==> config.mk <==
export PLATFORM = sky130hd
export DESIGN_NAME = rotate_phase_ctrl
export DESIGN_NICKNAME = d
export VERILOG_FILES = /design/src/rtl/rotate_phase_ctrl_pkg.sv /design/src/rtl/rotate_phase_ctrl_phase_wrap_add.sv /design/src/rtl/rotate_phase_ctrl.sv
export SDC_FILE = /design/constraint.sdc
export NUM_CORES = 1
export LEC_CHECK = 0
export ABC_AREA = 1
export BUFFER_PORTS_ARGS = -buffer_cell sky130_fd_sc_hd__clkbuf_2
export CELL_PAD_IN_SITES_DETAIL_PLACEMENT = 1
export CELL_PAD_IN_SITES_GLOBAL_PLACEMENT = 1
export CORE_ASPECT_RATIO = 0.9
export CORE_MARGIN = 1.5
export CORE_UTILIZATION = 36
export DETAILED_ROUTE_END_ITERATION = 10
export PLACE_DENSITY = 0.88
export SYNTH_ARGS = -nofsm -noshare
export SYNTH_HDL_FRONTEND = slang
export SYNTH_SLANG_ARGS = --single-unit
==> constraint.sdc <==
create_clock -name clock -period 5 [get_ports clock]
set_input_delay 1 -clock clock [delete_from_list [all_inputs] [get_ports clock]]
set_output_delay 1 -clock clock [all_outputs]
set_load 0.02 [all_outputs]
==> src/rtl/rotate_phase_ctrl_pkg.sv <==
`default_nettype none
// ============================================================================
// Module   : rotate_phase_ctrl_pkg
// Purpose  : Shared constants and state encoding for the rotate phase
//            sequencer. Phase values use the same scaling as the rotate
//            ATAN LUT (PI scaled by 2^9).
// Revision : 1.0 - initial release
// ============================================================================
package rotate_phase_ctrl_pkg;

  localparam int ROT_PI     = 1608;
  localparam int ROT_TWO_PI = 2 * ROT_PI;
  localparam int ROT_PI_2   = ROT_PI / 2;
  localparam int ROT_PI_4   = ROT_PI / 4;
  localparam int ROT_PI_3_4 = (3 * ROT_PI) / 4;

  typedef enum logic [1:0] {
    ST_IDLE = 2'd0,
    ST_RUN  = 2'd1,
    ST_HOLD = 2'd2
  } state_e;

endpackage
`default_nettype wire

==> src/rtl/rotate_phase_ctrl_phase_wrap_add.sv <==
`default_nettype none
// ============================================================================
// Module   : phase_wrap_add
// Purpose  : Combinational phase adder with a single [-PI, PI] wrap, plus an
//            increment clamp to [-PI, PI]. With both operands inside
//            [-PI, PI] one wrap correction always lands back in range.
// Ports    : acc_in      - current phase (signed, in range)
//            inc_in      - increment to add (signed, already clamped)
//            raw_inc     - unclamped increment to be clamped
//            sum_out     - wrapped acc_in + inc_in
//            clamped_out - raw_inc clamped to [-PI_VAL, PI_VAL]
// Revision : 1.0 - initial release
// ============================================================================
module phase_wrap_add
  import rotate_phase_ctrl_pkg::*;
#(
  parameter int PI_VAL = ROT_PI
) (
  input  logic signed [31:0] acc_in,
  input  logic signed [31:0] inc_in,
  input  logic signed [31:0] raw_inc,
  output logic signed [31:0] sum_out,
  output logic signed [31:0] clamped_out
);

  localparam logic signed [32:0] PI33     = 33'(PI_VAL);
  localparam logic signed [32:0] NEG_PI33 = 33'(-PI_VAL);
  localparam logic signed [32:0] TWO_PI33 = 33'(2 * PI_VAL);
  localparam logic signed [31:0] PI32     = 32'(PI_VAL);
  localparam logic signed [31:0] NEG_PI32 = 32'(-PI_VAL);

  logic signed [32:0] sum33;

  // 33-bit sum so the pre-wrap value never overflows.
  always_comb begin
    sum33 = {acc_in[31], acc_in} + {inc_in[31], inc_in};
    // Exactly +/-PI is legal and left alone.
    if (sum33 > PI33) begin
      sum_out = 32'(sum33 - TWO_PI33);
    end else if (sum33 < NEG_PI33) begin
      sum_out = 32'(sum33 + TWO_PI33);
    end else begin
      sum_out = 32'(sum33);
    end
  end

  always_comb begin
    if (raw_inc > PI32) begin
      clamped_out = PI32;
    end else if (raw_inc < NEG_PI32) begin
      clamped_out = NEG_PI32;
    end else begin
      clamped_out = raw_inc;
    end
  end

endmodule
`default_nettype wire

==> src/rtl/rotate_phase_ctrl.sv <==
`default_nettype none
// ============================================================================
// Module   : rotate_phase_ctrl
// Purpose  : Phase sequencer (NCO) feeding the rotate datapath for per-sample
//            CFO correction. Accumulates a clamped signed increment, wraps to
//            [-PI, PI] and emits the phase aligned with each I/Q sample
//            (1-cycle latency).
// Ports    : clock, reset      - clock, synchronous active-high reset
//            enable            - global clock enable (all registers hold)
//            start/stop        - pulses: restart into RUN / return to IDLE
//            freeze            - level: hold accumulator, samples still flow
//            phase_inc         - signed per-sample increment
//            update_stb        - pulse: reload increment while running
//            in_i/in_q, input_strobe     - input sample
//            out_i/out_q, phase, output_strobe - sample + phase to rotate
//            busy              - high in RUN or HOLD
//            sample_cnt        - samples processed since start (saturating)
// Revision : 1.0 - initial release
// ============================================================================
module rotate_phase_ctrl
  import rotate_phase_ctrl_pkg::*;
#(
  parameter int PI_VAL = ROT_PI,
  parameter int CNT_W  = 16
) (
  input  logic                clock,
  input  logic                reset,
  input  logic                enable,
  input  logic                start,
  input  logic                stop,
  input  logic                freeze,
  input  logic signed [31:0]  phase_inc,
  input  logic                update_stb,
  input  logic [15:0]         in_i,
  input  logic [15:0]         in_q,
  input  logic                input_strobe,
  output logic [15:0]         out_i,
  output logic [15:0]         out_q,
  output logic signed [31:0]  phase,
  output logic                output_strobe,
  output logic                busy,
  output logic [CNT_W-1:0]    sample_cnt
);

  localparam logic [CNT_W-1:0] CNT_ONE = {{(CNT_W-1){1'b0}}, 1'b1};

  state_e                    state_q, state_d;
  logic signed [31:0]        acc_q, acc_d;
  logic signed [31:0]        inc_q, inc_d;
  logic [15:0]               out_i_q, out_i_d;
  logic [15:0]               out_q_q, out_q_d;
  logic signed [31:0]        phase_q, phase_d;
  logic                      stb_q, stb_d;
  logic [CNT_W-1:0]          cnt_q, cnt_d;

  logic signed [31:0]        add_a, add_b, add_sum, inc_clamped;

  // On start the adder computes 0 + clamp(phase_inc), so a strobe in the
  // start cycle leaves acc ready for the second sample.
  assign add_a = start ? 32'sd0 : acc_q;
  assign add_b = start ? inc_clamped : inc_q;

  phase_wrap_add #(
    .PI_VAL (PI_VAL)
  ) u_wrap (
    .acc_in      (add_a),
    .inc_in      (add_b),
    .raw_inc     (phase_inc),
    .sum_out     (add_sum),
    .clamped_out (inc_clamped)
  );

  always_ff @(posedge clock) begin
    if (reset) begin
      state_q <= ST_IDLE;
      acc_q   <= '0;
      inc_q   <= '0;
      out_i_q <= '0;
      out_q_q <= '0;
      phase_q <= '0;
      stb_q   <= 1'b0;
      cnt_q   <= '0;
    end else begin
      state_q <= state_d;
      acc_q   <= acc_d;
      inc_q   <= inc_d;
      out_i_q <= out_i_d;
      out_q_q <= out_q_d;
      phase_q <= phase_d;
      stb_q   <= stb_d;
      cnt_q   <= cnt_d;
    end
  end

  always_comb begin
    state_d = state_q;
    acc_d   = acc_q;
    inc_d   = inc_q;
    out_i_d = out_i_q;
    out_q_d = out_q_q;
    phase_d = phase_q;
    stb_d   = 1'b0;
    cnt_d   = cnt_q;

    if (enable) begin
      if (input_strobe) begin
        out_i_d = in_i;
        out_q_d = in_q;
        stb_d   = 1'b1;
      end

      if (start) begin
        // start wins over stop and freeze; start+stop restarts into RUN.
        state_d = ST_RUN;
        inc_d   = inc_clamped;
        acc_d   = '0;
        cnt_d   = '0;
        if (input_strobe) begin
          phase_d = '0;
          acc_d   = add_sum;
          cnt_d   = CNT_ONE;
        end
      end else begin
        case (state_q)
          ST_IDLE: begin
            if (input_strobe) begin
              phase_d = '0;
            end
          end
          ST_RUN, ST_HOLD: begin
            if (input_strobe) begin
              phase_d = acc_q;
              if (cnt_q != {CNT_W{1'b1}}) begin
                cnt_d = cnt_q + CNT_ONE;
              end
              // freeze is a level: it holds acc on the very strobe it is
              // seen with, and releasing it advances acc on that strobe.
              if (!freeze) begin
                acc_d = add_sum;
              end
            end
            // New increment applies from the next strobe onward.
            if (update_stb) begin
              inc_d = inc_clamped;
            end
            if (stop) begin
              state_d = ST_IDLE;
              acc_d   = '0;
            end else if (freeze) begin
              state_d = ST_HOLD;
            end else begin
              state_d = ST_RUN;
            end
          end
          default: begin
            state_d = ST_IDLE;
            acc_d   = '0;
          end
        endcase
      end
    end
  end

  assign out_i         = out_i_q;
  assign out_q         = out_q_q;
  assign phase         = phase_q;
  assign output_strobe = stb_q;
  assign busy          = (state_q != ST_IDLE);
  assign sample_cnt    = cnt_q;

endmodule
`default_nettype wire

==> summary.md, run 1 <==
| Metric | Value |
|---|---|
| Flops & latches, synth | `147` |
| Unique masters post-synth | `51` |
| TritonCTS Buffers | `17` |
| HPWL after DPL | `41.3 mm` |
| Syn Nets | `2021` |
| Number of flops mapped to enable cells by yosys | `0` |
| Share of the synthesized netlist area taken by xor and xnor gates | `0.00791` |
| Sequential-to-total area share from yosys stat | `0.266` |
| Synthesized area per cell | `5.80 um2` |
| Area fraction in compound gates after synthesis | `0.150` |
| Top cells by area in the synthesized netlist | `dfxtp_1 (27%), nand2_1 (18%), inv_1 (11%), nor2_1 (7.8%), o21ai_0 (6.3%)` |
| Last step reached | `global routing (5_1_grt)` |
| Clk buf depth | `2` |
| Error message | `[ERROR GRT-0232] Routing congestion too high. Check the congestion heatmap in the GUI.` |
| Leading cell types by count after synthesis | `nand2_1 (526), inv_1 (314), nor2_1 (231), dfxtp_1 (147), o21ai_0 (140)` |
| Most instantiated library cell after synthesis | `nand2_1` |
| Height of the die | `169 um` |
| Async S/R FF share, synth | `0` |
| Cell count after synthesis | `1911` |
| Synthesized cell area | `11100 um2` |
| Overall fraction of global-route tracks in use | `0.719` |
| Placed insts | `2706` |
| Site row count | `60` |
| Status | `aborted with a tool error` |
| H-tree depth reported by CTS | `4` |
| Simple-gate area share of the yosys netlist | `0.395` |
| CTS root buf | `clkbuf_16` |
| Combinational family with the most area after synthesis | `simple AND/OR/NAND/NOR gates` |
| Number of buffer cells added on primary ports | `153` |
| Main flop type after synthesis | `dfxtp_1` |
| TritonCTS Sinks | `147` |
| Multiplexer share of the synthesized area | `0` |
| Largest net degree at the start of global routing | `73` |
| Kind of endpoint with the least setup slack | `sequential cell input` |
| GR repair worst EP | `acc_q[26]$_SDFFE_PP0P_/D` |
| Residual overflow from global routing | `178` |
| Synth Warn # | `0` |
| Die width | `188 um` |
| Library cell with the largest summed area after synthesis | `dfxtp_1` |
| Number of ports placed on the die boundary | `154` |
| Final weighted congestion in routability-driven placement | `0.944` |
| Initial core utilization | `0.368` |
| Yosys top cell area share | `0.266` |
| Area share of fa/ha/maj cells after synthesis | `0.0436` |
| Area after detailed placement | `14400 um2` |
-- logic make-up after synthesis --
| kind of cell | Yosys count |
|---|---|
| and+or+nand+nor | 1010 |
| buffers and inverters | 397 |
| AOI/OAI and AO/OA | 309 |
| DFF | 147 |
| adders and majority gates | 38 |
| xor gates and xnor gates | 10 |
-- through the flow --
stage | util | setup WS (ps) | hold WS (ps)
after CTS | 0.536 | -284 | 470
after detailed placement | 0.479 | -1190 | 460
after global placement | 0.479 | -839 | 454
after floorplan | - | 2.37 | 444
-- what timing repair did --
action	CTS
hold buffers	0
pin swaps	39
buffers inserted	34
endpoints found under the setup margin	28
gates resized for setup	260
gates cloned	1
endpoints found under the hold margin	0
-- routing by layer --
| metal | GRT usage | GRT overflow |
|---|---|---|
| met1 | 0.694 | 0 |
| met2 | 0.923 | 121 |
| met3 | 0.543 | 2 |
| met4 | 0.787 | 55 |
| met5 | 0.0954 | 0 |
==> run 2, diff against run 1 <==
--- a/config.mk
+++ b/config.mk
@@ -7,13 +7,10 @@
 export LEC_CHECK = 0
 export ABC_AREA = 1
 export BUFFER_PORTS_ARGS = -buffer_cell sky130_fd_sc_hd__clkbuf_2
-export CELL_PAD_IN_SITES_DETAIL_PLACEMENT = 1
-export CELL_PAD_IN_SITES_GLOBAL_PLACEMENT = 1
-export CORE_ASPECT_RATIO = 0.9
 export CORE_MARGIN = 1.5
-export CORE_UTILIZATION = 36
+export CORE_UTILIZATION = 25
 export DETAILED_ROUTE_END_ITERATION = 10
-export PLACE_DENSITY = 0.88
+export PLACE_DENSITY_LB_ADDON = 0.15
 export SYNTH_ARGS = -nofsm -noshare
 export SYNTH_HDL_FRONTEND = slang
 export SYNTH_SLANG_ARGS = --single-unit
==> constraint.sdc (replaced) <==
create_clock -name clock -period 6.5 [get_ports clock]
set_input_delay 1.3 -clock clock [delete_from_list [all_inputs] [get_ports clock]]
set_output_delay 1.3 -clock clock [all_outputs]
set_load 0.02 [all_outputs]
==> run 2 against run 1 <==
Effect of this change:
- synthesized cell count is the same
- synthesized area stayed put
- the flow now finishes without violations
==> summary.md, run 2 <==
| Metric | Value |
|---|---|
| Status | `completed (was aborted with a tool error)` |
| Final weighted congestion in routability-driven placement | `0.908 (was 0.944)` |
| Flops & latches, synth | `147 (unchanged)` |
| Clk buf depth | `2 (unchanged)` |
| Clock Pin Slew Worst Setup and Hold Paths | `70 ps` |
| Initial core utilization | `0.255 (was 0.368)` |
| Site row count | `76 (was 60)` |
| Final wirelength | `42.2 mm` |
| Die width | `213 um (was 188 um)` |
| TritonCTS Sinks | `147 (unchanged)` |
| Number of global-route vias before repair | `11.2k` |
| Worst IR drop on VDD | `0.000230 V` |
| Startpoint of the lowest-slack register-to-register path | `inc_q[1]` |
| Finish-stage setup viols | `0` |
| H-tree depth reported by CTS | `4 (unchanged)` |
| Delay of the slowest cell on the worst path | `350 ps` |
| Number of design-rule violations left by the first detailed-router iteration | `816` |
| Area enclosed by the die boundary | `45600 um2` |
| Class of the tightest hold or removal check | `reg -> reg` |
| Post-synthesis to final-layout area growth | `20.7%` |
| Post-route minimum period | `6170 ps` |
| Overall power | `2630 uW` |
| Most instantiated library cell after synthesis | `nand2_1 (unchanged)` |
| Critical setup path kind | `in -> reg` |
| Tightest Pin Transition | `1050 ps` |
| Share of the cycle needed by the critical path after routing | `0.950` |
| HPWL after DPL | `33.9 mm (was 41.3 mm)` |
| Number of cell instances on the worst register-to-register path | `20` |
| First-pass GRT wire length | `64.3 mm` |
| Cell count after synthesis | `1911 (unchanged)` |
| TritonCTS clock tree | `yes` |
| Async S/R FF share, synth | `0 (unchanged)` |
| Design Area, Final | `13400 um2` |
| Library cell appearing most often on the critical path | `nand2_1` |
| DRC | `0` |
| Leading cell types by count after synthesis | `nand2_1 (526), inv_1 (314), nor2_1 (231), dfxtp_1 (147), o21ai_0 (140) (unchanged)` |
| Largest delay contributor family on the critical path | `simple AND/OR/NAND/NOR gates` |
| # diodes | `0` |
| Worst-case register-to-register setup slack | `2410 ps` |
| CTS root buf | `clkbuf_16 (unchanged)` |
| Synthesized area per cell | `5.80 um2 (unchanged)` |
| Layout Nets | `2192` |
| Area after detailed placement | `12800 um2 (was 14400 um2)` |
| Leakage Power | `0.00631 uW` |
| Routed via count | `12.1k` |
| Synth Warn # | `0 (unchanged)` |
| Height of the die | `213 um (was 169 um)` |
| Antenna violations before repair | `0` |
| Fin. max-slew vios | `0` |
| Residual overflow from global routing | `0` |
| Syn Nets | `2021 (unchanged)` |
| Number of ports placed on the die boundary | `154 (unchanged)` |
| Placeable core area | `43400 um2` |
| Largest net degree at the start of global routing | `74` |
| Worst max-slew margin expressed relative to the limit | `0.302` |
| Drt via density | `4.51` |
| Number of cells on the worst hold path | `2` |
| Sequential-to-total area share from yosys stat | `0.266 (unchanged)` |
| Slowest cell on crit path | `or3_1` |
| Worst reg2reg path endpoint | `acc_q[26]` |
| Total power per unit cell area | `197 nW/um2` |
| Worst Setup Start Kind | `input pin` |
| End of the worst hold path | `acc_q[27]` |
| Number of endpoints with negative hold slack in the final report | `0` |
| Maximum clock frequency | `162 MHz` |
| Pre-antenna DRT Iters | `5` |
| Library cell with the largest summed area after synthesis | `dfxtp_1 (unchanged)` |
| Nature of the critical path endpoint | `flop` |
| Wire length per cell | `15.8 um` |
| Arrival @ worst endpoint | `6480 ps` |
| Top cells by area in the synthesized netlist | `dfxtp_1 (27%), nand2_1 (18%), inv_1 (11%), nor2_1 (7.8%), o21ai_0 (6.3%) (unchanged)` |
| Worst Path Buf+Inv | `6` |
| Maximum fanout encountered on the critical timing path | `28` |
| Synthesized cell area | `11100 um2 (unchanged)` |
| Overall fraction of global-route tracks in use | `0.186` |
| TritonCTS Buffers | `17 (unchanged)` |
| Main flop type after synthesis | `dfxtp_1 (unchanged)` |
| MaxCap Viol Count | `0` |
| Fraction of layout cells with a size suffix above 1 | `0.168` |
| Most common cell after layout, fill and taps aside | `nand2_1` |
| Required time of the critical path | `6800 ps` |
| Unique masters post-synth | `51 (unchanged)` |
| Most frequent cells in the layout | `nand2_1 (526), inv_1 (314), nor2_1 (230)` |
| Final setup skew | `18.6 ps` |
| Hold Buf Count CTS | `0 (unchanged)` |
| Number of buffer cells added on primary ports | `153 (unchanged)` |
| Clock Latency Late Sink | `470 ps` |
| Yosys top cell area share | `0.266 (unchanged)` |
| Worst Hold Launch | `acc_q[27]` |
| Number of flops mapped to enable cells by yosys | `0 (unchanged)` |
| Post-route ant nets | `0` |
## run 2: cell counts after synthesis
No cell type changed its count.
## run 2: final cells by class
type                    instances  area [um2]
inverters                     337        1260
well taps                     585         732
flip-flops and latches        147        2940
repair buffers                211        1230
multi-input cells            1368        6640
fillers                      5082       30000
clock inverters                12         121
clock buffers                  20         447
## run 2: cells by family (layout without fill, tap and decap cells)
kind of cell | Yosys count | count (layout) | share of synthesized area
fa+ha+maj | 38 | 38 | 0.0436
flops | 147 | 147 | 0.266
compound gates | 309 | 309 | 0.150
simple gates | 1010 | 1011 | 0.395
buf+inv | 397 | 580 | 0.138
xor+xnor | 10 | 10 | 0.00791
## run 2: stage by stage
stage	util	worst slack [ps]	setup TNS [ps]	instances	hold slack [ps]
6_report	0.308	327	0	2680	465
5_1_grt	0.308	-6.81	-12.3	2680	482
4_1_cts	0.308	281	0	2678	465
3_5_place_dp	0.295	-181	-1090	2646	456
3_3_place_gp	0.295	-212	-1200	2646	453
2_1_floorplan	-	819	0	1911	444
## run 2: where the power goes
part | internal [uW] | switching [uW]
Sequential | 942 | 19.7
Clock | 543 | 450
Combinational | 215 | 463
## run 2: worst min-delay path: cells and delay by family, from the launching register on
| family | cells | cell delay [ps] |
|---|---|---|
| flops | 1 | 300 |
| simple gates | 1 | 60 |
| compound gates | 1 | 60 |
## run 2: repair_timing
item | in CTS | in global routing
setup buffers | 0 | 1
resized for setup | 0 | 7
endpoints found under the setup margin | 0 | 15
hold endpoints to repair | 0 | 0
## run 2: worst max-delay path by stage
stage                            to  depth (start not counted)          start  slack (ps)
final                     acc_q[26]                         32  phase_inc[27]         330
after global routing      acc_q[26]                         33  phase_inc[27]          -7
after CTS                 acc_q[26]                         33  phase_inc[27]         280
after detailed placement  acc_q[26]                         33  phase_inc[27]        -180
after global placement    acc_q[26]                         33  phase_inc[27]        -210
after floorplan           acc_q[26]                         26  phase_inc[21]         820
## run 2: per-layer routing
layer | share of wire | routed length (um) | global-route usage
met1 | 0.48 | 20500 | 0.255
met2 | 0.46 | 19300 | 0.299
met4 | 0.014 | 590 | 0.0476
met3 | 0.045 | 1890 | 0.0353
met5 | 0 | 0 | 0
Power figures use the tool's default switching activity.
==> run 3, diff against run 2 <==
--- a/config.mk
+++ b/config.mk
@@ -5,12 +5,12 @@
 export SDC_FILE = /design/constraint.sdc
 export NUM_CORES = 1
 export LEC_CHECK = 0
-export ABC_AREA = 1
+export ABC_AREA = 0
 export BUFFER_PORTS_ARGS = -buffer_cell sky130_fd_sc_hd__clkbuf_2
 export CORE_MARGIN = 1.5
 export CORE_UTILIZATION = 25
 export DETAILED_ROUTE_END_ITERATION = 10
-export PLACE_DENSITY_LB_ADDON = 0.15
 export SYNTH_ARGS = -nofsm -noshare
 export SYNTH_HDL_FRONTEND = slang
+export SYNTH_HIERARCHICAL = 1
 export SYNTH_SLANG_ARGS = --single-unit
==> run 3 against run 2 <==
Effect of this change:
- the flow now finishes with violations (negative setup slack)
- core utilization rose by 6.0 points
- count of clock-buffer cells in the layout fell by 3
- sequential power fell by 2%
- die area fell by 8.6%
==> summary.md, run 3 <==
| Metric | Value |
|---|---|
| Number of endpoints with negative hold slack in the final report | `0 (unchanged)` |
| First-pass GRT wire length | `58.6 mm (was 64.3 mm)` |
| TritonCTS Buffers | `17 (unchanged)` |
| Setup WS post-layout | `-92.8 ps (was 327 ps)` |
| Multi-input logic area | `7290 um2 (was 6640 um2)` |
| Wire length per cell | `16.4 um (was 15.8 um)` |
| Number of global-route vias before repair | `11.0k (was 11.2k)` |
| Clk buf depth | `2 (unchanged)` |
| Violations in the final reports | `negative setup slack` |
| Largest net degree at the start of global routing | `73 (was 74)` |
| DRC | `0 (unchanged)` |
| Sequential-to-total area share from yosys stat | `0.291 (was 0.266)` |
| Async S/R FF share, synth | `0 (unchanged)` |
| Sequential Area | `2940 um2 (unchanged)` |
| Library cell appearing most often on the critical path | `buf_6 (was nand2_1)` |
| Flops & latches, synth | `147 (unchanged)` |
| RSZ-0062 raised after global routing | `yes` |
| Worst max-slew margin expressed relative to the limit | `0.161 (was 0.302)` |
| Total power per unit cell area | `184 nW/um2 (was 197 nW/um2)` |
| MaxCap Viol Count | `0 (unchanged)` |
| Delay of the slowest cell on the worst path | `540 ps (was 350 ps)` |
| Routed via count | `11.6k (was 12.1k)` |
| Number of buffer cells added on primary ports | `153 (unchanged)` |
| H-tree depth reported by CTS | `4 (unchanged)` |
| Fin cells | `2283 (was 2680)` |
| Number of design-rule violations left by the first detailed-router iteration | `848 (was 816)` |
| Critical setup path kind | `in -> reg (unchanged)` |
| Final wirelength | `37.4 mm (was 42.2 mm)` |
| Status | `finished with violations (was completed)` |
| Top cells by area in the synthesized netlist | `dfxtp_1 (29%), nand2_1 (8.7%), a21oi_1 (7.0%), nor2_1 (5.0%), ha_1 (4.6%) (was dfxtp_1 (27%), nand2_1 (18%), inv_1 (11%), nor2_1 (7.8%), o21ai_0 (6.3%))` |
| Class of the tightest hold or removal check | `reg -> reg (unchanged)` |
| Post-synthesis to final-layout area growth | `45.2% (was 20.7%)` |
| Site row count | `73 (was 76)` |
| HPWL after DPL | `28.3 mm (was 33.9 mm)` |
| Final setup skew | `10.9 ps (was 18.6 ps)` |
| Fraction of layout cells with a size suffix above 1 | `0.366 (was 0.168)` |
| Overall fraction of global-route tracks in use | `0.175 (was 0.186)` |
| Required time of the critical path | `6860 ps (was 6800 ps)` |
| Residual overflow from global routing | `0 (unchanged)` |
| Pre-antenna DRT Iters | `5 (unchanged)` |
| Most instantiated library cell after synthesis | `nand2_1 (unchanged)` |
| Maximum clock frequency | `152 MHz (was 162 MHz)` |
| Drt via density | `5.07 (was 4.51)` |
| Largest delay contributor family on the critical path | `compound AO/OA/AOI/OAI gates (was simple AND/OR/NAND/NOR gates)` |
| Placed insts | `2232 (was 2646)` |
| Number of ports placed on the die boundary | `154 (unchanged)` |
| Most frequent cells in the layout | `buf_4 (291), nand2_1 (233), dfxtp_1 (147) (was nand2_1 (526), inv_1 (314), nor2_1 (230))` |
| TritonCTS clock tree | `yes (unchanged)` |
| Placeable core area | `39800 um2 (was 43400 um2)` |
| Maximum fanout encountered on the critical timing path | `6 (was 28)` |
| Main flop type after synthesis | `dfxtp_1 (unchanged)` |
| Worst Path Buf+Inv | `5 (was 6)` |
| Post-route ant nets | `0 (unchanged)` |
| Initial core utilization | `0.254 (was 0.255)` |
| Unique masters post-synth | `92 (was 51)` |
| Leading cell types by count after synthesis | `nand2_1 (235), dfxtp_1 (147), a21oi_1 (141), nor2_1 (134) (was nand2_1 (526), inv_1 (314), nor2_1 (231), dfxtp_1 (147), o21ai_0 (140))` |
| Die width | `204 um (was 213 um)` |
| Count of fill cells added during filler insertion | `4191 (was 5082)` |
| Synthesized cell area | `10100 um2 (was 11100 um2)` |
| Share of the cycle needed by the critical path after routing | `1.01 (was 0.950)` |
| Number of cells on the worst hold path | `2 (unchanged)` |
| Layout Nets | `1855 (was 2192)` |
| Slowest cell on crit path | `or4b_4 (was or3_1)` |
| Clock Latency Late Sink | `440 ps (was 470 ps)` |
| Finish-stage setup viols | `8 (was 0)` |
| Post-route minimum period | `6590 ps (was 6170 ps)` |
| Nature of the critical path endpoint | `flop (unchanged)` |
| CTS root buf | `clkbuf_16 (unchanged)` |
| Antenna violations before repair | `0 (unchanged)` |
| Post-place setup slack | `-1080 ps (was -181 ps)` |
| Synth Warn # | `6 (was 0)` |
| Number of cell instances on the worst register-to-register path | `18 (was 20)` |
| TritonCTS Sinks | `147 (unchanged)` |
| Height of the die | `204 um (was 213 um)` |
| Levels on crit path | `26 (was 32)` |
| Number of flops mapped to enable cells by yosys | `0 (unchanged)` |
| Worst Setup Start Kind | `input pin (unchanged)` |
| Yosys top cell area share | `0.291 (was 0.266)` |
| Fin. max-slew vios | `0 (unchanged)` |
| Final weighted congestion in routability-driven placement | `0.905 (was 0.908)` |
| Cell count after synthesis | `1361 (was 1911)` |
| Library cell with the largest summed area after synthesis | `dfxtp_1 (unchanged)` |
| Most common cell after layout, fill and taps aside | `buf_4 (was nand2_1)` |
| Area enclosed by the die boundary | `41600 um2 (was 45600 um2)` |
| Syn Nets | `1471 (was 2021)` |
| Synthesized area per cell | `7.43 um2 (was 5.80 um2)` |
| # diodes | `0 (unchanged)` |
| Clock Pin Slew Worst Setup and Hold Paths | `70 ps (about the same)` |
| Worst IR drop on VDD | `0.000171 V (was 0.000230 V)` |
| Tightest Pin Transition | `1260 ps (was 1050 ps)` |
| Worst hold-check slack | `454 ps (was 465 ps)` |
| Leakage Power | `0.00625 uW (was 0.00631 uW)` |
| Arrival @ worst endpoint | `6950 ps (was 6480 ps)` |
-- run 3: cell types whose count changed after synthesis, sizes merged, moves of 33 or more --
cell / before / now
nand2: 562 / 237
nor2: 258 / 135
a21oi: 106 / 146
mux2: 0 / 34
inv: 335 / 22
o21ai: 155 / 49
a22oi: 1 / 35
nor2b: 0 / 33
nand3: 108 / 65
-- run 3: path summary, 6_finish.rpt --
path / startpoint / to / slack, ps
worst max-delay path: phase_inc[28] / acc_q[23] / -90
worst min-delay path: out_q[11] / out_q[11] / 450
worst max register to register: acc_q[0] / acc_q[23] / 1850
worst min register to register: out_q[11] / out_q[11] / 450
-- run 3: repair_timing --
action	in CTS	in global routing
resized for setup	44	88
hold endpoints to repair	0	0
pin swaps	18	60
setup endpoints to repair	28	28
setup buffers	9	12
hold buffers	0	0
-- run 3: kinds of logic (layout without fill, tap and decap cells) --
kind of cell,count (synthesis),after routing,share of synthesized area
adders and majority gates,38,38,0.0478
DFF,147,147,0.291
muxes,38,38,0.0418
AOI/OAI and AO/OA,368,368,0.243
and+or+nand+nor,623,623,0.295
buffers and inverters,107,504,0.0465
xor gates and xnor gates,40,40,0.0347
-- run 3: worst min-delay path, cell delays in order, from the launching register on --
cell     delay (ps)
dfxtp_1         310
nand2_1          50
a21oi_1          50
-- run 3: layer usage --
layer	vias to the layer above	routed length, um	global-route usage
li1	5685	-	-
met1	5560	17100	0.232
met2	289	17900	0.296
met3	44	1710	0.0230
met4	0	714	0.0470
met5	-	0	0
-- run 3: area by class of cell --
type                    count  share of cell area
flip-flops and latches    147               0.200
multi-input cells        1107               0.497
repair buffers            450               0.211
well taps                 525              0.0447
inverters                  22             0.00563
clock inverters            15              0.0126
clock buffers              17              0.0290
-- run 3: metrics by stage --
stage                     total power [uW]  TNS [ps]  area, um2   util
final                                 2710      -260      14700  0.369
after floorplan                       1330         0      10100      -
after detailed placement              1610    -26890      13300  0.334
after CTS                             2690     -43.2      14200  0.356
after global routing                  2830     -5090      14700  0.369
after global placement                1610    -25970      13300  0.334
-- run 3: report_power, final --
part | switching (uW) | internal (uW)
registers | 16.8 | 926
logic | 384 | 333
clock network | 461 | 584
total | 862 | 1840
==> run 4, diff against run 3 <==
--- a/config.mk
+++ b/config.mk
@@ -7,9 +7,13 @@
 export LEC_CHECK = 0
 export ABC_AREA = 0
 export BUFFER_PORTS_ARGS = -buffer_cell sky130_fd_sc_hd__clkbuf_2
+export CELL_PAD_IN_SITES_DETAIL_PLACEMENT = 0
+export CELL_PAD_IN_SITES_GLOBAL_PLACEMENT = 2
 export CORE_MARGIN = 1.5
 export CORE_UTILIZATION = 25
+export CTS_CLUSTER_SIZE = 8
 export DETAILED_ROUTE_END_ITERATION = 10
+export PLACE_DENSITY_LB_ADDON = 0.1
 export SYNTH_ARGS = -nofsm -noshare
 export SYNTH_HDL_FRONTEND = slang
 export SYNTH_HIERARCHICAL = 1
==> constraint.sdc (replaced) <==
create_clock -name clock -period 6.67 [get_ports clock]
set_input_delay 1.334 -clock clock [delete_from_list [all_inputs] [get_ports clock]]
set_output_delay 1.334 -clock clock [all_outputs]
set_load 0.02 [all_outputs]
==> run 4 against run 3 <==
Effect of this change:
- the flow now finishes without violations
- cell count is 1.1% lower
- combinational power shrank 1%
- final area shrank 1.6%
- count of clock-buffer cells in the layout rose by 3
- register-to-register slack better by 280 ps
- clock skew is 2.4 ps higher
- via count decreased by 1.8%
- clock power about the same
- non-clock buffer count down 26
- critical path depth is the same
- first-iteration DRC count fell by 26%
- worst setup slack better by 110 ps
==> summary.md, run 4 (synthesis results as in run 3) <==
| Metric | Value |
|---|---|
| First-pass GRT wire length | `63.9 mm (was 58.6 mm)` |
| Post-route minimum period | `6650 ps` |
| Sw frac | `0.309 (was 0.319)` |
| Overall fraction of global-route tracks in use | `0.198 (was 0.175)` |
| Height of the die | `204 um (unchanged)` |
| Power dissipated by switching net loads | `834 uW (was 862 uW)` |
| Nature of the critical path endpoint | `flop (unchanged)` |
| Pre-antenna DRT Iters | `7 (was 5)` |
| Arrival @ worst endpoint | `7040 ps (was 6950 ps)` |
| MaxCap Viol Count | `0 (unchanged)` |
| Tightest Pin Transition | `1140 ps (was 1260 ps)` |
| Residual overflow from global routing | `0 (unchanged)` |
| Routed via count | `11.4k (was 11.6k)` |
| Antenna violations before repair | `0 (unchanged)` |
| H-tree depth reported by CTS | `4 (unchanged)` |
| Fin. max-slew vios | `0 (unchanged)` |
| Gate power share | `0.263 (was 0.265)` |
| Clk buf depth | `2 (unchanged)` |
| Clock Latency Late Sink | `460 ps (was 440 ps)` |
| Flop pwr share | `0.341 (was 0.349)` |
| Worst Hold Launch | `inc_q[15] (was out_q[11])` |
| Wire length per cell | `18.1 um (was 16.4 um)` |
| Worst max-slew margin expressed relative to the limit | `0.238 (was 0.161)` |
| Drt via density | `5.03 (was 5.07)` |
| Fraction of layout cells with a size suffix above 1 | `0.354 (was 0.366)` |
| DRC | `0 (unchanged)` |
| Most common cell after layout, fill and taps aside | `buf_4 (unchanged)` |
| Number of global-route vias before repair | `11.1k (was 11.0k)` |
| Clock network fraction of total power | `0.396 (was 0.386)` |
| Startpoint of the lowest-slack register-to-register path | `acc_q[0] (unchanged)` |
| Number of endpoints with negative hold slack in the final report | `0 (unchanged)` |
| Die width | `204 um (unchanged)` |
| Placeable core area | `39800 um2 (unchanged)` |
| Worst IR drop on VDD | `0.000109 V (was 0.000171 V)` |
| Setup WS post-layout | `17.1 ps (was -92.8 ps)` |
| TritonCTS Sinks | `147 (unchanged)` |
| Largest net degree at the start of global routing | `74 (was 73)` |
| Final setup skew | `13.3 ps (was 10.9 ps)` |
| Number of design-rule violations left by the first detailed-router iteration | `626 (was 848)` |
| Final wirelength | `40.9 mm (was 37.4 mm)` |
| Required time of the critical path | `7060 ps (was 6860 ps)` |
| HPWL after DPL | `30.9 mm (was 28.3 mm)` |
| Placed insts | `2220 (was 2232)` |
| Source of the critical timing path | `phase_inc[17] (was phase_inc[28])` |
| Most frequent cells in the layout | `buf_4 (267), nand2_1 (230), clkbuf_2 (148) (was buf_4 (291), nand2_1 (233), dfxtp_1 (147))` |
| Share of the cycle needed by the critical path after routing | `0.997` |
| RSZ-0062 raised after global routing | `yes (unchanged)` |
| CTS root buf | `clkbuf_16 (unchanged)` |
| Post-place setup slack | `-808 ps (was -1080 ps)` |
| Total power per unit cell area | `187 nW/um2 (was 184 nW/um2)` |
| Layout Nets | `1830 (was 1855)` |
| TritonCTS clock tree | `yes (unchanged)` |
| Post-route ant nets | `0 (unchanged)` |
| Critical setup path kind | `in -> reg (unchanged)` |
| Post-synthesis to final-layout area growth | `42.8% (was 45.2%)` |
| Status | `completed (was finished with violations)` |
| Number of ports placed on the die boundary | `154 (unchanged)` |
| Number of buffer cells added on primary ports | `153 (unchanged)` |
| Internal power component | `1870 uW (was 1840 uW)` |
| Worst Setup Start Kind | `input pin (unchanged)` |
| Slowest cell on crit path | `or4_4 (was or4b_4)` |
| Initial core utilization | `0.254 (unchanged)` |
| TritonCTS Buffers | `17 (unchanged)` |
| Class of the tightest hold or removal check | `reg -> reg (unchanged)` |
| Maximum clock frequency | `150 MHz` |
| Maximum fanout encountered on the critical timing path | `7 (was 6)` |
| Overall power | `2700 uW (was 2710 uW)` |
| Site row count | `73 (unchanged)` |
| Hold Buf Count CTS | `0 (unchanged)` |
| Area enclosed by the die boundary | `41600 um2 (unchanged)` |
| Total negative slack for setup checks | `0 ps (was -260 ps)` |
| Delay of the slowest cell on the worst path | `500 ps (was 540 ps)` |
| Clock Pin Slew Worst Setup and Hold Paths | `70 ps (about the same)` |
| Finish-stage setup viols | `0 (was 8)` |
| Util after Layout | `0.363 (was 0.369)` |
| Fin cells | `2259 (was 2283)` |
| Final weighted congestion in routability-driven placement | `0.851 (was 0.905)` |
| Leakage Power | `0.00607 uW (was 0.00625 uW)` |
-- run 4: layout make-up --
cell class / count / area, um2
Antenna cell: 1 / 2.50
Clock buffer: 20 / 457
Clock inverter: 12 / 178
Fill cell: 4323 / 25400
Inverter: 22 / 82.6
Multi-Input combinational cell: 1108 / 7260
Sequential cell: 147 / 2940
Tap cell: 525 / 657
Timing Repair Buffer: 424 / 2860
-- run 4: path summary, 6_finish.rpt --
kind / endpoint / slack, ps / depth (start not counted)
max: acc_q[15] / 20 / 26
min: inc_q[15] / 450 / 2
max reg2reg: acc_q[15] / 2130 / 17
min reg2reg: inc_q[15] / 450 / 2
-- run 4: stage by stage --
step / hold slack [ps] / area (um2)
CTS: 454 / 13900
global route: 470 / 14400
detailed placement: 445 / 13200
floorplan: 434 / 10100
finish: 453 / 14400
global placement: 439 / 13200
-- run 4: critical path: cells and delay by family --
family	cells	cell delay [ps]
mux	1	290
compound gates	10	2160
buf+inv	7	1040
fa+ha+maj	1	300
simple gates	6	1760
xor+xnor	1	140
-- run 4: power groups by stage --
stage | registers [uW] | logic, uW | clock network, uW
2_1_floorplan | 945 | 347 | 0
3_3_place_gp | 941 | 649 | 0
3_5_place_dp | 942 | 645 | 0
4_1_cts | 922 | 659 | 1110
5_1_grt | 924 | 772 | 1140
6_report | 921 | 710 | 1070
-- run 4: timing repair --
item                       CTS  global route
buffers inserted             1             6
gates cloned                 1             0
gates resized for setup     19           102
pin swaps                    6            40
setup endpoints to repair   28            28
-- run 4: layer usage --
| metal | part of all wire | up-vias | GRT usage | wire length, um |
|---|---|---|---|---|
| li1 | - | 5646 | - | - |
| met1 | 0.49 | 5450 | 0.273 | 20100 |
| met2 | 0.46 | 228 | 0.317 | 18700 |
| met3 | 0.032 | 43 | 0.0242 | 1320 |
| met4 | 0.020 | 0 | 0.0654 | 828 |
| met5 | 0 | - | 0 | 0 |
